==> src/rtl/mux_de_control_carriles_if.sv <==
// Bundle between the packet source, mux_de_control_carriles and the per-lane
// 8b/10b encoders.
//   in_data    packet beat, lane 0 = [7:0]
//   in_valid   beat valid
//   in_last    last beat of packet (qualified by in_valid)
//   in_ready   block accepts a beat this cycle
//   out_data   symbols to the encoders
//   out_k      per-lane K flag (1 = control symbol)
//   skp_activo high while out_data carries COM or SKP
// master = packet source / encoder side, slave = the framing mux.
interface mux_de_control_carriles_if #(
  parameter int LANES = 4
);
  logic [8*LANES-1:0] in_data;
  logic               in_valid;
  logic               in_last;
  logic               in_ready;
  logic [8*LANES-1:0] out_data;
  logic [LANES-1:0]   out_k;
  logic               skp_activo;

  modport master (
    output in_data, in_valid, in_last,
    input  in_ready, out_data, out_k, skp_activo
  );

  modport slave (
    input  in_data, in_valid, in_last,
    output in_ready, out_data, out_k, skp_activo
  );
endinterface

==> src/rtl/mux_de_control_carriles.sv <==
// Multi-lane framing mux in front of the 8b/10b encoders. Wraps each packet
// in STP ... END K-symbols, fills gaps with PAD, idles with IDL and inserts a
// COM + SKP_LEN x SKP clock-compensation ordered set every SKP_INTERVAL
// cycles, but only between packets.
// Ports:
//   CLK      rising-edge clock
//   reset_L  asynchronous active-low reset
//   bus      slave side of mux_de_control_carriles_if (in_data/in_valid/
//            in_last/in_ready in, out_data/out_k/skp_activo out)
// All outputs except in_ready are registered; in_ready is decoded from the
// state register.
module mux_de_control_carriles #(
  parameter int LANES        = 4,
  parameter int SKP_INTERVAL = 16,
  parameter int SKP_LEN      = 3
) (
  input  logic                        CLK,
  input  logic                        reset_L,
  mux_de_control_carriles_if.slave    bus
);

  localparam int W     = 8 * LANES;
  localparam int CNT_W = $clog2(SKP_INTERVAL + 1);
  localparam int LEN_W = (SKP_LEN > 1) ? $clog2(SKP_LEN) : 1;

  localparam logic [7:0] SYM_COM = 8'hBC;
  localparam logic [7:0] SYM_PAD = 8'hF7;
  localparam logic [7:0] SYM_SKP = 8'h1C;
  localparam logic [7:0] SYM_STP = 8'hFB;
  localparam logic [7:0] SYM_END = 8'hFD;
  localparam logic [7:0] SYM_IDL = 8'h7C;

  localparam logic [1:0] S_IDLE = 2'd0;
  localparam logic [1:0] S_DATA = 2'd1;
  localparam logic [1:0] S_END  = 2'd2;
  localparam logic [1:0] S_SKP  = 2'd3;

  // Same symbol on every lane.
  function automatic logic [W-1:0] all_lanes(input logic [7:0] sym);
    logic [W-1:0] r;
    for (int i = 0; i < LANES; i++) r[8*i +: 8] = sym;
    return r;
  endfunction

  // STP sits in lane 0 so the encoders see the packet start first.
  function automatic logic [W-1:0] stp_word();
    logic [W-1:0] r;
    r       = all_lanes(SYM_PAD);
    r[7:0]  = SYM_STP;
    return r;
  endfunction

  // END sits in the highest lane so it is the last symbol of the frame.
  function automatic logic [W-1:0] end_word();
    logic [W-1:0] r;
    r            = all_lanes(SYM_PAD);
    r[W-1 -: 8]  = SYM_END;
    return r;
  endfunction

  logic [1:0]       state_q, state_d;
  logic [CNT_W-1:0] skp_cnt_q, skp_cnt_d;
  logic [LEN_W-1:0] len_cnt_q, len_cnt_d;
  logic [W-1:0]     out_data_p0, out_data_d;
  logic [LANES-1:0] out_k_p0, out_k_d;
  logic             skp_activo_p0, skp_activo_d;
  logic             skp_due;

  assign skp_due = (skp_cnt_q == CNT_W'(SKP_INTERVAL));

  always_comb begin
    state_d      = state_q;
    len_cnt_d    = len_cnt_q;
    out_data_d   = all_lanes(SYM_IDL);
    out_k_d      = '1;
    skp_activo_d = 1'b0;
    case (state_q)
      S_IDLE: begin
        // A due ordered set beats a waiting packet.
        if (skp_due) begin
          out_data_d   = all_lanes(SYM_COM);
          skp_activo_d = 1'b1;
          len_cnt_d    = '0;
          state_d      = S_SKP;
        end else if (bus.in_valid) begin
          out_data_d = stp_word();
          state_d    = S_DATA;
        end
      end
      S_DATA: begin
        if (bus.in_valid) begin
          out_data_d = bus.in_data;
          out_k_d    = '0;
          if (bus.in_last) state_d = S_END;
        end else begin
          out_data_d = all_lanes(SYM_PAD);
        end
      end
      S_END: begin
        out_data_d = end_word();
        state_d    = S_IDLE;
      end
      S_SKP: begin
        out_data_d   = all_lanes(SYM_SKP);
        skp_activo_d = 1'b1;
        if (len_cnt_q == LEN_W'(SKP_LEN - 1)) begin
          len_cnt_d = '0;
          state_d   = S_IDLE;
        end else begin
          len_cnt_d = len_cnt_q + LEN_W'(1);
        end
      end
      default: state_d = S_IDLE;
    endcase
  end

  // Interval counter: frozen at 0 through the whole ordered set, saturates
  // during long packets so the set goes out right after END.
  always_comb begin
    skp_cnt_d = skp_cnt_q;
    if (state_q == S_SKP || (state_q == S_IDLE && skp_due))
      skp_cnt_d = '0;
    else if (!skp_due)
      skp_cnt_d = skp_cnt_q + CNT_W'(1);
  end

  // Stage p0: registered symbol outputs and control state.
  always_ff @(posedge CLK or negedge reset_L) begin
    if (!reset_L) begin
      state_q       <= S_IDLE;
      skp_cnt_q     <= '0;
      len_cnt_q     <= '0;
      out_data_p0   <= all_lanes(SYM_IDL);
      out_k_p0      <= '1;
      skp_activo_p0 <= 1'b0;
    end else begin
      state_q       <= state_d;
      skp_cnt_q     <= skp_cnt_d;
      len_cnt_q     <= len_cnt_d;
      out_data_p0   <= out_data_d;
      out_k_p0      <= out_k_d;
      skp_activo_p0 <= skp_activo_d;
    end
  end

  assign bus.in_ready   = (state_q == S_DATA);
  assign bus.out_data   = out_data_p0;
  assign bus.out_k      = out_k_p0;
  assign bus.skp_activo = skp_activo_p0;

endmodule

==> src/flat_wrapper.sv <==
// flat-port wrapper written by rule: the top's interface ports become plain ports
module mux_de_control_carriles_flat 
#(
  parameter int LANES        = 4,
  parameter int SKP_INTERVAL = 16,
  parameter int SKP_LEN      = 3
)
  (CLK, reset_L, bus_in_data, bus_in_valid, bus_in_last, bus_in_ready, bus_out_data, bus_out_k, bus_skp_activo);
  mux_de_control_carriles_if #(.LANES(LANES)) bus_i ();
  input  logic CLK;
  input  logic reset_L;
  input wire logic [$bits(bus_i.in_data)-1:0] bus_in_data;
  input wire logic [$bits(bus_i.in_valid)-1:0] bus_in_valid;
  input wire logic [$bits(bus_i.in_last)-1:0] bus_in_last;
  output wire logic [$bits(bus_i.in_ready)-1:0] bus_in_ready;
  output wire logic [$bits(bus_i.out_data)-1:0] bus_out_data;
  output wire logic [$bits(bus_i.out_k)-1:0] bus_out_k;
  output wire logic [$bits(bus_i.skp_activo)-1:0] bus_skp_activo;
  assign bus_i.in_data = bus_in_data;
  assign bus_i.in_valid = bus_in_valid;
  assign bus_i.in_last = bus_in_last;
  assign bus_in_ready = bus_i.in_ready;
  assign bus_out_data = bus_i.out_data;
  assign bus_out_k = bus_i.out_k;
  assign bus_skp_activo = bus_i.skp_activo;
  mux_de_control_carriles #(.LANES(LANES), .SKP_INTERVAL(SKP_INTERVAL), .SKP_LEN(SKP_LEN)) u_core (.CLK(CLK), .reset_L(reset_L), .bus(bus_i));
endmodule
==> config.mk <==
export PLATFORM = sky130hd
export DESIGN_NAME = mux_de_control_carriles_flat
export DESIGN_NICKNAME = d
export VERILOG_FILES = /design/src/rtl/mux_de_control_carriles_if.sv /design/src/rtl/mux_de_control_carriles.sv /design/src/flat_wrapper.sv
export SDC_FILE = /design/constraint.sdc
export NUM_CORES = 1
export LEC_CHECK = 0
export CAP_MARGIN = 20
export CORE_MARGIN = 1
export CORE_UTILIZATION = 35
export DETAILED_ROUTE_END_ITERATION = 7
export PLACE_DENSITY = 0.67
export SLEW_MARGIN = 30
export SYNTH_ARGS = -nofsm -noshare
export SYNTH_HDL_FRONTEND = slang
export SYNTH_SLANG_ARGS = --single-unit
==> constraint.sdc <==
create_clock -name CLK -period 2 [get_ports CLK]
set_clock_uncertainty 0.2 [all_clocks]
set_input_delay 0.4 -clock CLK [delete_from_list [all_inputs] [get_ports CLK]]
set_output_delay 0.4 -clock CLK [all_outputs]
set_load 0.01 [all_outputs]
* Word-level counts from Yosys, hierarchy flattened
Cells that the tools add are included.
** Cells by class
- Multiplexer cells :: 19
- Reduce and logical (&&, ||, !) cells :: 6
- $add $sub $neg :: 2
- Eq/ne operators :: 11
** Operator list (number)
- $pmux 32 s4 :: 1
- $mux 32 :: 3
- $mux 2 :: 7
- $mux 5 :: 2
- $mux 4 :: 2
- $pmux 2 s4 :: 1
- $eq 2x2->1 const B :: 3
- $ne 2x2->1 const B :: 3
- $add 5x1->5 const B :: 1
- $eq 5x5->1 const B :: 1
- $ne 2x1->1 const B :: 2
- $pmux 2 s2 :: 1
- $reduce_and 4->1 :: 1
- $ne 3x2->1 const B :: 1
- $add 2x1->2 const B :: 1
- $eq 2x1->1 const B :: 1
- $logic_not 2->1 :: 1
- $pmux 1 s2 :: 1
- $reduce_and 2->1 :: 1
- $reduce_bool 2->1 :: 1
- $logic_and 1x1->1 :: 1
- $logic_or 1x1->1 :: 1
- $mux 1 :: 1
** Word-level totals
- Output and inout bits :: 38
- Flip-flop bits (word level) :: 46
- Input bits :: 36
- Word-level logic and storage cells :: 44

* Depth between registers and ports, before layout
Gate-level depths: netlist of the first run.
- Word-level depth :: 4
- Gate-level depth with buffers :: 6
- Depth with buffers taken out :: 5

* Worst setup path before layout of the first run
Ideal clock, no wire load.
- Path kind :: register to register
- Start :: register u_core.state_q[0]
- End :: register u_core.out_data_p0[0] (netlist: u_core.bus.out_data[0])
- Required time :: 1.658 ns
- Setup slack :: 0.200 ns
- Stages on the path, launching flop included :: 7
- Buffers on the path :: 2
- Arrival :: 1.458 ns
- Period minus slack after synthesis :: 1.800 ns
- Setup time :: 0.142 ns
- Cells stage by stage :: dfrtp_1 inv_1 ha_1 clkbuf_1 nor2_1 clkbuf_1 a21oi_1
** On the way
- Cells in the longest elaborated chain, start to end :: 2
- Elaborated cells between the ends (all ways) :: 5
- Those cells by class :: eq/ne (3); mux (1); reduce/logical (1)
** RTL lines
- start: declaration :: RTL line mux_de_control_carriles.sv:61 : logic [1:0] state_q, state_d;
- start signal: assignment :: RTL line mux_de_control_carriles.sv:137 : state_q <= state_d;
- $eq 2x2->1 (tied with other cells) :: RTL line mux_de_control_carriles.sv:77 : case (state_q)
- $pmux 32 s4 * :: RTL line mux_de_control_carriles.sv:77
- named net u_core.out_data_d[0] :: RTL line mux_de_control_carriles.sv:64 : logic [W-1:0] out_data_p0, out_data_d;
- end signal: assignment :: RTL line mux_de_control_carriles.sv:133 : out_data_p0 <= all_lanes(SYM_IDL);
- end signal: assignment :: RTL line mux_de_control_carriles.sv:140 : out_data_p0 <= out_data_d;
- end: declaration :: RTL line mux_de_control_carriles.sv:64
The timed path passes the listed nets; every way through them passes the cells marked *.
A chain may end at the register's enable or synchronous reset.

* Final worst setup path of the first run
- Start :: register u_core.out_data_p0[2] (netlist: u_core.bus.out_data[2])
- End :: output port bus_out_data[2]
** RTL lines
- end: declaration :: RTL line flat_wrapper.sv:16 : output wire logic [$bits(bus_i.out_data)-1:0] bus_out_data;
No word-level cell between the ends.

==> results of run 1 <==
==> worst max-delay path by stage <==
stage                             endpoint  depth (start not counted)
CTS                           bus_out_k[0]                          1
detailed placement       u_core.state_q[1]                          4
global route              bus_out_data[26]                          1
floorplan           u_core.bus.out_data[0]                          6
global placement         u_core.state_q[0]                          4
finish                     bus_out_data[2]                          1
==> where the power goes <==
part           internal [W]  switching [W]
logic               0.00119        0.00109
registers           0.00145       0.000163
clock network      0.000244       0.000282
total               0.00288        0.00153
==> per-stage QoR <==
step	cells	cell area (µm²)	utilization [%]
2_1_floorplan	178	1870	-
3_3_place_gp	320	2730	53.1
3_5_place_dp	320	2730	53.1
4_1_cts	328	2810	54.7
5_1_grt	329	2830	55.1
6_report	329	2830	55.1
==> area by class of cell <==
type	count	area, µm²
clock inverters	2	12.5
well taps	70	87.6
repair buffers	87	855
flip-flops and latches	43	1100
inverters	7	26.3
clock buffers	6	72.6
multi-input cells	114	678
fillers	481	2310
==> cells by family (layout without fill, tap and decap cells) <==
logic type | Yosys count | in the layout
simple gates | 44 | 44
flops | 43 | 43
buf+inv | 21 | 102
compound gates | 57 | 57
fa+ha+maj | 7 | 7
mux | 3 | 3
xor+xnor | 3 | 3
==> placed cells by master, fill, tap and decap left out, drive strengths merged, types with 2 or more instances in the layout <==
cell type / n
clkdlybuf4s50: 66
o21ai: 26
a21oi: 23
dfrtp: 22
dfstp: 21
buf: 15
nor2: 12
nand2: 12
inv: 7
ha: 7
nand3: 6
clkbuf: 6
dlymetal6s2s: 5
nor3: 5
nand2b: 3
nor2b: 2
mux2i: 2
xor2: 2
a22o: 2
==> layer usage <==
metal / global-route usage, % / vias up / routed length, µm
met3: 4.95 / 3 / 322
met5: 0 / - / 0
li1: - / 761 / -
met4: 3.09 / 0 / 6
met1: 18.6 / 726 / 1710
met2: 26.7 / 51 / 2130
==> registers in the layout, indices dropped and copies added (netlist names) <==
name / cells
u_core.bus.out_data: 32
u_core.state_q: 2
u_core.len_cnt_q: 2
u_core.bus.out_k: 1
u_core.bus.skp_activo: 1
u_core.skp_cnt_q: 5
==> repair_timing <==
item,in CTS,in global routing
buffers inserted,0,1
pin swaps,0,1
gates resized for setup,2,6
hold buffers,0,0
setup endpoints to repair,1,13
==> flow_metrics.env, run 1 <==
export IMPL_status="finished, final reports clean"
export IMPL_synth_top_family_by_area="compound AO/OA/AOI/OAI gates"
export IMPL_cp_cell_sequence="clkdlybuf4s50_1"
export IMPL_cts_num_sinks=43
export IMPL_finalHoldViolations=0
export IMPL_overflow=0
export IMPL_syn_to_final_growth_pct=51.4
export IMPL_clock_latency_ns=0.29
export IMPL_worstRegToRegCells=6
export IMPL_path_clk_slew_ns=0.08
export IMPL_ir_drop_mv=0.675
export IMPL_slew_headroom_pct=73.1
export IMPL_r2r_end="u_core.state_q[0]"
export IMPL_antennaDiodeCount=0
export IMPL_maxCapViolCount=0
export IMPL_critPathLaunchType="flop"
export IMPL_worst_pin_slew_ns=0.404
export IMPL_post_synth_inst_count=178
export IMPL_drcViolationCount=0
export IMPL_rsz0062_at_grt="false"
export IMPL_track_usage_pct=15.3
export IMPL_async_flop_share_pct=100
export IMPL_drt_first_pass_iters=4
export IMPL_cp_startpoint="u_core.bus.out_data[2]"
export IMPL_yosysMostFrequentCell="o21ai_0"
export IMPL_cp_num_buf_inv=1
export IMPL_vias=1541
export IMPL_wl_per_cell_um=12.7
export IMPL_viasPerCell=4.68
export IMPL_synth_edf_count=0
export IMPL_rows=26
export IMPL_min_period_over_period_pct=97.2
export IMPL_syn_area_um2=1870
export IMPL_syn_num_nets=221
export IMPL_layout_drive_gt1_share_pct=18.1
export IMPL_synth_adder_area_share_pct=4.68
export IMPL_fin_crit_ns=1.94
export IMPL_hp_class="in2async"
export IMPL_gp_congestion=0.745
export IMPL_critical_path_top_delay_family="buffers and inverters"
export IMPL_dpl_hpwl_mm=3.04
export IMPL_rr_startpoint="u_core.state_q[0]"
export IMPL_worstPathRequired_ns=1.40
export IMPL_cts_tree="built"
export IMPL_synth_xor_area_share_pct=1.40
export IMPL_drtAntennaViolNets=0
export IMPL_synth_top_flop_cell="dfrtp_1"
export IMPL_power_density_nw_per_um2=1560
export IMPL_cts_max_level=2
export IMPL_r2r_slack_ns=0.10
export IMPL_synth_top_area_share_pct=29.5
export IMPL_io_pins=74
export IMPL_finalSetupViolCount=0
export IMPL_synth_avg_cell_area_um2=10.5
export IMPL_grt_antenna_before_repair=0
export IMPL_grt_pass1_wl_mm=6.52
export IMPL_die_area_um2=5640
export IMPL_critPathKind="reg2out"
export IMPL_worstPathArrival_ns=1.34
export IMPL_synth_simple_area_share_pct=11.6
export IMPL_synth_cell_types=31
export IMPL_drt_iter0_markers=56
export IMPL_die_w_um=75.1
export IMPL_fmax_mhz=514
export IMPL_synth_compound_area_share_pct=16.7
export IMPL_cts_made_buffers=5
export IMPL_slowest_stage="clkdlybuf4s50_1"
export IMPL_p_leak_nw=1.19
export IMPL_yosysWarnings=0
export IMPL_endpoint_kind="output pin"
export IMPL_yosysTopAreaCell="dfstp_2"
export IMPL_start_util_pct=36.4
export IMPL_critPathMaxStageDelay_ns=0.53
export IMPL_p_total_w=0.00441
export IMPL_finalWirelength_mm=4.17
export IMPL_die_h_um=75.1
export IMPL_cts_max_path_buffers=2
export IMPL_io_buffers=73
export IMPL_hold_slack_ns=0.119
export IMPL_finalMaxSlewViolations=0
export IMPL_path_max_fanout=1
export IMPL_grt_max_degree=34
export IMPL_synth_mux_area_share_pct=1.67
export IMPL_clockRootBuffer="clkbuf_8"
export IMPL_setup_slack_ns=0.0558
export IMPL_yosysSeqAreaShare_pct=58.9
export IMPL_ys_seq_elements=43
export IMPL_grt_pass1_vias=1424
export IMPL_coreArea_um2=5140
export IMPL_netlist_top_cells_count="26 x o21ai_0, 23 x a21oi_1, 22 x dfrtp_1, 21 x dfstp_2"
export IMPL_final_nets=301
export IMPL_dp_slack_ns=0.00150
export IMPL_fin_setup_tns_ns=0
export IMPL_synth_area_leaders="dfstp_2 29%, dfrtp_1 29%, o21ai_0 7.0%, a21oi_1 6.1%, ha_1 4.7%"
(Power assumes the default switching activity.)
==> run 2, diff against run 1 <==
Settings changed: CELL_PAD_IN_SITES_DETAIL_PLACEMENT set to 2, CELL_PAD_IN_SITES_GLOBAL_PLACEMENT set to 2, CORE_UTILIZATION 35 to 25, CTS_CLUSTER_SIZE set to 28, PLACE_DENSITY 0.67 to unset, PLACE_DENSITY_LB_ADDON set to 0.1.
==> flow_metrics.env, run 2 (synthesis results as in run 1) <==
export IMPL_drt_iter0_markers=43
export IMPL_io_pins=74
export IMPL_finalSetupViolCount=0
export IMPL_grtUsageMet3_pct=3.54
export IMPL_clock_power_share_pct=11.9
export IMPL_hp_class="reg2reg"
export IMPL_multi_input_area_um2=676
export IMPL_drt_first_pass_iters=4
export IMPL_p_sw_w=0.00163
export IMPL_finalWirelength_mm=5.53
export IMPL_final_nets=305
export IMPL_finalHoldViolations=0
export IMPL_slowest_stage="clkdlybuf4s50_1"
export IMPL_grt_pass1_vias=1794
export IMPL_cts_num_sinks=43
export IMPL_utilization_pct=39.9
export IMPL_critical_path_top_delay_family="buffers and inverters"
export IMPL_drcViolationCount=0
export IMPL_largest_reg_flops=32
export IMPL_cts_tree="built"
export IMPL_layout_commonest_cell="clkdlybuf4s50_1"
export IMPL_finalMaxSlewViolations=0
export IMPL_critPathLaunchType="flop"
export IMPL_status="finished, final reports clean"
export IMPL_track_usage_pct=15.4
export IMPL_cts_made_buffers=5
export IMPL_layout_drive_gt1_share_pct=17.9
export IMPL_rows=31
export IMPL_maxCapViolCount=0
export IMPL_min_period_over_period_pct=98.1
export IMPL_critPathKind="reg2out"
export IMPL_worstPathArrival_ns=1.36
export IMPL_power_density_nw_per_um2=1570
export IMPL_worstPathRequired_ns=1.40
export IMPL_cts_setup_buffers=0
export IMPL_pwr_share_seq_pct=36.1
export IMPL_vias=1625
export IMPL_critPathMaxStageDelay_ns=0.54
export IMPL_path_max_fanout=1
export IMPL_grt_max_degree=44
export IMPL_overflow=0
export IMPL_p_leak_nw=1.22
export IMPL_dpl_hpwl_mm=4.04
export IMPL_gp_congestion=0.678
export IMPL_grt_pass1_wl_mm=9.03
export IMPL_cts_max_level=2
export IMPL_start_util_pct=25.8
export IMPL_internal_power_w=0.00290
export IMPL_ir_drop_mv=0.530
export IMPL_slew_headroom_pct=70.6
export IMPL_cts_max_path_buffers=2
export IMPL_combPwrFrac_pct=52.0
export IMPL_coreArea_um2=7250
export IMPL_viasPerCell=4.49
export IMPL_die_h_um=88.5
export IMPL_p_total_w=0.00453
export IMPL_fin_crit_ns=1.96
export IMPL_cp_cell_sequence="clkdlybuf4s50_1"
export IMPL_final_cell_mix="64 x clkdlybuf4s50_1, 26 x o21ai_0, 23 x a21oi_1"
export IMPL_drtAntennaViolNets=0
export IMPL_p_sw_share_pct=36.0
export IMPL_fmax_mhz=510
export IMPL_cp_num_buf_inv=1
export IMPL_met1_usage_pct=18.3
export IMPL_clockRootBuffer="clkbuf_8"
export IMPL_syn_to_final_growth_pct=54.6
export IMPL_io_buffers=73
export IMPL_die_area_um2=7840
export IMPL_wl_per_cell_um=15.3
export IMPL_clock_latency_ns=0.29
export IMPL_die_w_um=88.5
export IMPL_fillCellCount=816
export IMPL_grt_antenna_before_repair=0
export IMPL_worst_pin_slew_ns=0.441
export IMPL_path_clk_slew_ns=0.08
export IMPL_final_seq_area_um2=1100
export IMPL_grt_busiest_layer="met2"
export IMPL_endpoint_kind="output pin"
export IMPL_antennaDiodeCount=0
export IMPL_met2_usage_pct=27.2
==> run 2: layout make-up <==
cell class	count	area share [%]
Clock buffer	7	2.64
Clock inverter	1	0.173
Inverter	7	0.908
Multi-Input combinational cell	114	23.3
Sequential cell	43	38.1
Tap cell	99	4.28
Timing Repair Buffer	91	30.6
==> run 2: final timing paths <==
| kind | cells after the start | slack, ns | from | endpoint |
|---|---|---|---|---|
| setup / recovery | 1 | 0.04 | u_core.bus.out_data[19] | bus_out_data[19] |
| hold / removal | 1 | 0.33 | u_core.len_cnt_q[0] | u_core.len_cnt_q[1] |
| setup reg to reg | 6 | 0.10 | u_core.state_q[1] | u_core.state_q[1] |
| hold reg to reg | 1 | 0.33 | u_core.len_cnt_q[0] | u_core.len_cnt_q[1] |
| max in group asynchronous | 3 | 0.91 | reset_L | u_core.bus.out_data[30] |
| min in group asynchronous | 3 | 0.41 | reset_L | u_core.skp_cnt_q[3] |
==> run 2: repair_timing <==
item / in CTS / in global routing
hold buffers: 1 / 0
hold endpoints to repair: 22 / 0
gates resized for setup: 3 / 5
setup endpoints to repair: 5 / 5
==> run 2: layer usage <==
layer / wire length (µm) / share of wire (%)
met3: 315 / 5.7
met2: 2730 / 49
met1: 2400 / 43
met4: 74 / 1.3
met5: 0 / 0
==> run 2: metrics by stage <==
step | area (µm²) | hold WS [ns] | TNS, ns | cells | setup WS [ns]
after global placement | 2790 | 0.203 | 0 | 353 | 0.0641
after global routing | 2890 | 0.355 | 0 | 362 | -0.000000111
after floorplan | 1870 | -0.0956 | 0 | 178 | 0.200
after detailed placement | 2790 | 0.199 | -0.00328 | 353 | -0.00328
after CTS | 2880 | 0.339 | 0 | 362 | 0.0000475
final | 2890 | 0.334 | 0 | 362 | 0.0378
==> run 2: power by group through the flow <==
stage               clock network (W)  logic [W]  registers, W
floorplan                           0    0.00100       0.00181
global placement                    0    0.00236       0.00166
detailed placement                  0    0.00242       0.00166
CTS                          0.000577    0.00242       0.00165
global route                 0.000602    0.00262       0.00169
finish                       0.000537    0.00236       0.00164
==> run 3, diff against run 2 <==
Settings changed: MAX_ROUTING_LAYER set to met4.
==> flow_metrics.env, run 3 (synthesis results as in run 1) <==
export IMPL_die_area_um2=7840
export IMPL_endpoint_kind="output pin"
export IMPL_antennaDiodeCount=0
export IMPL_drt_iter0_markers=69
export IMPL_power_density_nw_per_um2=1570
export IMPL_drt_first_pass_iters=4
export IMPL_overflow=0
export IMPL_finalSetupViolCount=0
export IMPL_path_clk_slew_ns=0.08
export IMPL_grt_max_degree=44
export IMPL_drtAntennaViolNets=0
export IMPL_cp_num_buf_inv=1
export IMPL_io_pins=74
export IMPL_hold_slack_ns=0.334
export IMPL_finalHoldViolations=0
export IMPL_worstPathArrival_ns=1.36
export IMPL_syn_to_final_growth_pct=54.6
export IMPL_maxCapViolCount=0
export IMPL_final_cell_mix="64 x clkdlybuf4s50_1, 26 x o21ai_0, 23 x a21oi_1"
export IMPL_track_usage_pct=15.9
export IMPL_path_max_fanout=1
export IMPL_finalMaxSlewViolations=0
export IMPL_combPwrFrac_pct=52.0
export IMPL_clockRootBuffer="clkbuf_8"
export IMPL_dp_slack_ns=-0.00328
export IMPL_critPathLaunchType="flop"
export IMPL_final_nets=305
export IMPL_rows=31
export IMPL_worst_pin_slew_ns=0.441
export IMPL_layout_drive_gt1_share_pct=17.9
export IMPL_clock_power_share_pct=11.9
export IMPL_min_period_over_period_pct=98.1
export IMPL_coreArea_um2=7250
export IMPL_critPathKind="reg2out"
export IMPL_ir_drop_mv=0.531
export IMPL_fin_crit_ns=1.96
export IMPL_worstPathRequired_ns=1.40
export IMPL_die_h_um=88.5
export IMPL_cts_max_level=2
export IMPL_p_sw_w=0.00163
export IMPL_p_leak_nw=1.22
export IMPL_status="finished, final reports clean"
export IMPL_wl_per_cell_um=15.4
export IMPL_grt_pass1_wl_mm=9.03
export IMPL_slew_headroom_pct=70.6
export IMPL_clock_latency_ns=0.29
export IMPL_setup_slack_ns=0.0378
export IMPL_slowest_stage="clkdlybuf4s50_1"
export IMPL_critical_path_top_delay_family="buffers and inverters"
export IMPL_critPathMaxStageDelay_ns=0.54
export IMPL_largest_reg_flops=32
export IMPL_hp_class="reg2reg"
export IMPL_cts_max_path_buffers=2
export IMPL_gp_congestion=0.685
export IMPL_vias=1623
export IMPL_place_detailed_instances=353
export IMPL_internal_power_w=0.00290
export IMPL_die_w_um=88.5
export IMPL_grt_antenna_before_repair=0
export IMPL_cts_tree="built"
export IMPL_finalWirelength_mm=5.56
export IMPL_cp_cell_sequence="clkdlybuf4s50_1"
export IMPL_p_total_w=0.00454
export IMPL_p_sw_share_pct=36.0
export IMPL_pwr_share_seq_pct=36.1
export IMPL_viasPerCell=4.48
export IMPL_start_util_pct=25.8
export IMPL_grt_pass1_vias=1800
export IMPL_layout_cells_non_filler=362
export IMPL_rsz0062_at_grt="false"
export IMPL_fin_setup_tns_ns=0
export IMPL_fmax_mhz=510
export IMPL_io_buffers=73
export IMPL_cts_made_buffers=5
export IMPL_drcViolationCount=0
export IMPL_layout_commonest_cell="clkdlybuf4s50_1"
export IMPL_dpl_hpwl_mm=4.04
export IMPL_cts_num_sinks=43
export IMPL_cts_setup_buffers=0
run 3: cell counts in the layout (fill, tap and decap cells not counted):
No cell type changed its count.
run 3: final timing paths:
path / from / to / slack (ns) / cells after the start
min: u_core.len_cnt_q[1] / u_core.len_cnt_q[1] / 0.33 / 1
max in group asynchronous: reset_L / u_core.bus.out_data[30] / 0.91 / 3
max reg2reg: u_core.state_q[1] / u_core.state_q[1] / 0.10 / 6
min reg2reg: u_core.len_cnt_q[1] / u_core.len_cnt_q[1] / 0.33 / 1
max: u_core.bus.out_data[19] / bus_out_data[19] / 0.04 / 1
min in group asynchronous: reset_L / u_core.skp_cnt_q[3] / 0.41 / 3
run 3: power by group through the flow:
stage	logic, W	clock network, W	registers (W)
3_5_place_dp	0.00242	0	0.00166
4_1_cts	0.00242	0.000577	0.00165
3_3_place_gp	0.00236	0	0.00166
5_1_grt	0.00262	0.000603	0.00169
2_1_floorplan	0.00100	0	0.00181
6_report	0.00236	0.000538	0.00164
run 3: repair_timing:
item                                    in CTS  in global routing
hold buffers                                 1                  0
resized for setup                            3                  5
endpoints found under the setup margin       5                  5
endpoints found under the hold margin       22                  0
run 3: metrics by stage:
stage / util, % / instance area, µm²
after floorplan: - / 1870
after global placement: 38.5 / 2790
after detailed placement: 38.5 / 2790
after CTS: 39.7 / 2880
after global routing: 39.9 / 2890
final: 39.9 / 2890
run 3: worst register-to-register path: stages (launching register included):
cell      delay [ns]
dfrtp_1         0.41
inv_1           0.08
buf_4           0.15
ha_1            0.18
nor2b_1         0.15
a222oi_1        0.40
o32ai_1         0.18
run 3: final cells by class:
class	instances	area (µm²)
fillers	816	4360
flip-flops and latches	43	1100
repair buffers	91	885
multi-input cells	114	676
well taps	99	124
clock buffers	7	76.3
inverters	7	26.3
clock inverters	1	5.00
run 3: routing by layer:
layer,vias up,track usage (%),wire (µm)
met1,796,18.8,2490
met5,-,-,0
met4,0,5.28,74
met2,49,27.1,2720
met3,7,2.99,267
li1,771,-,-
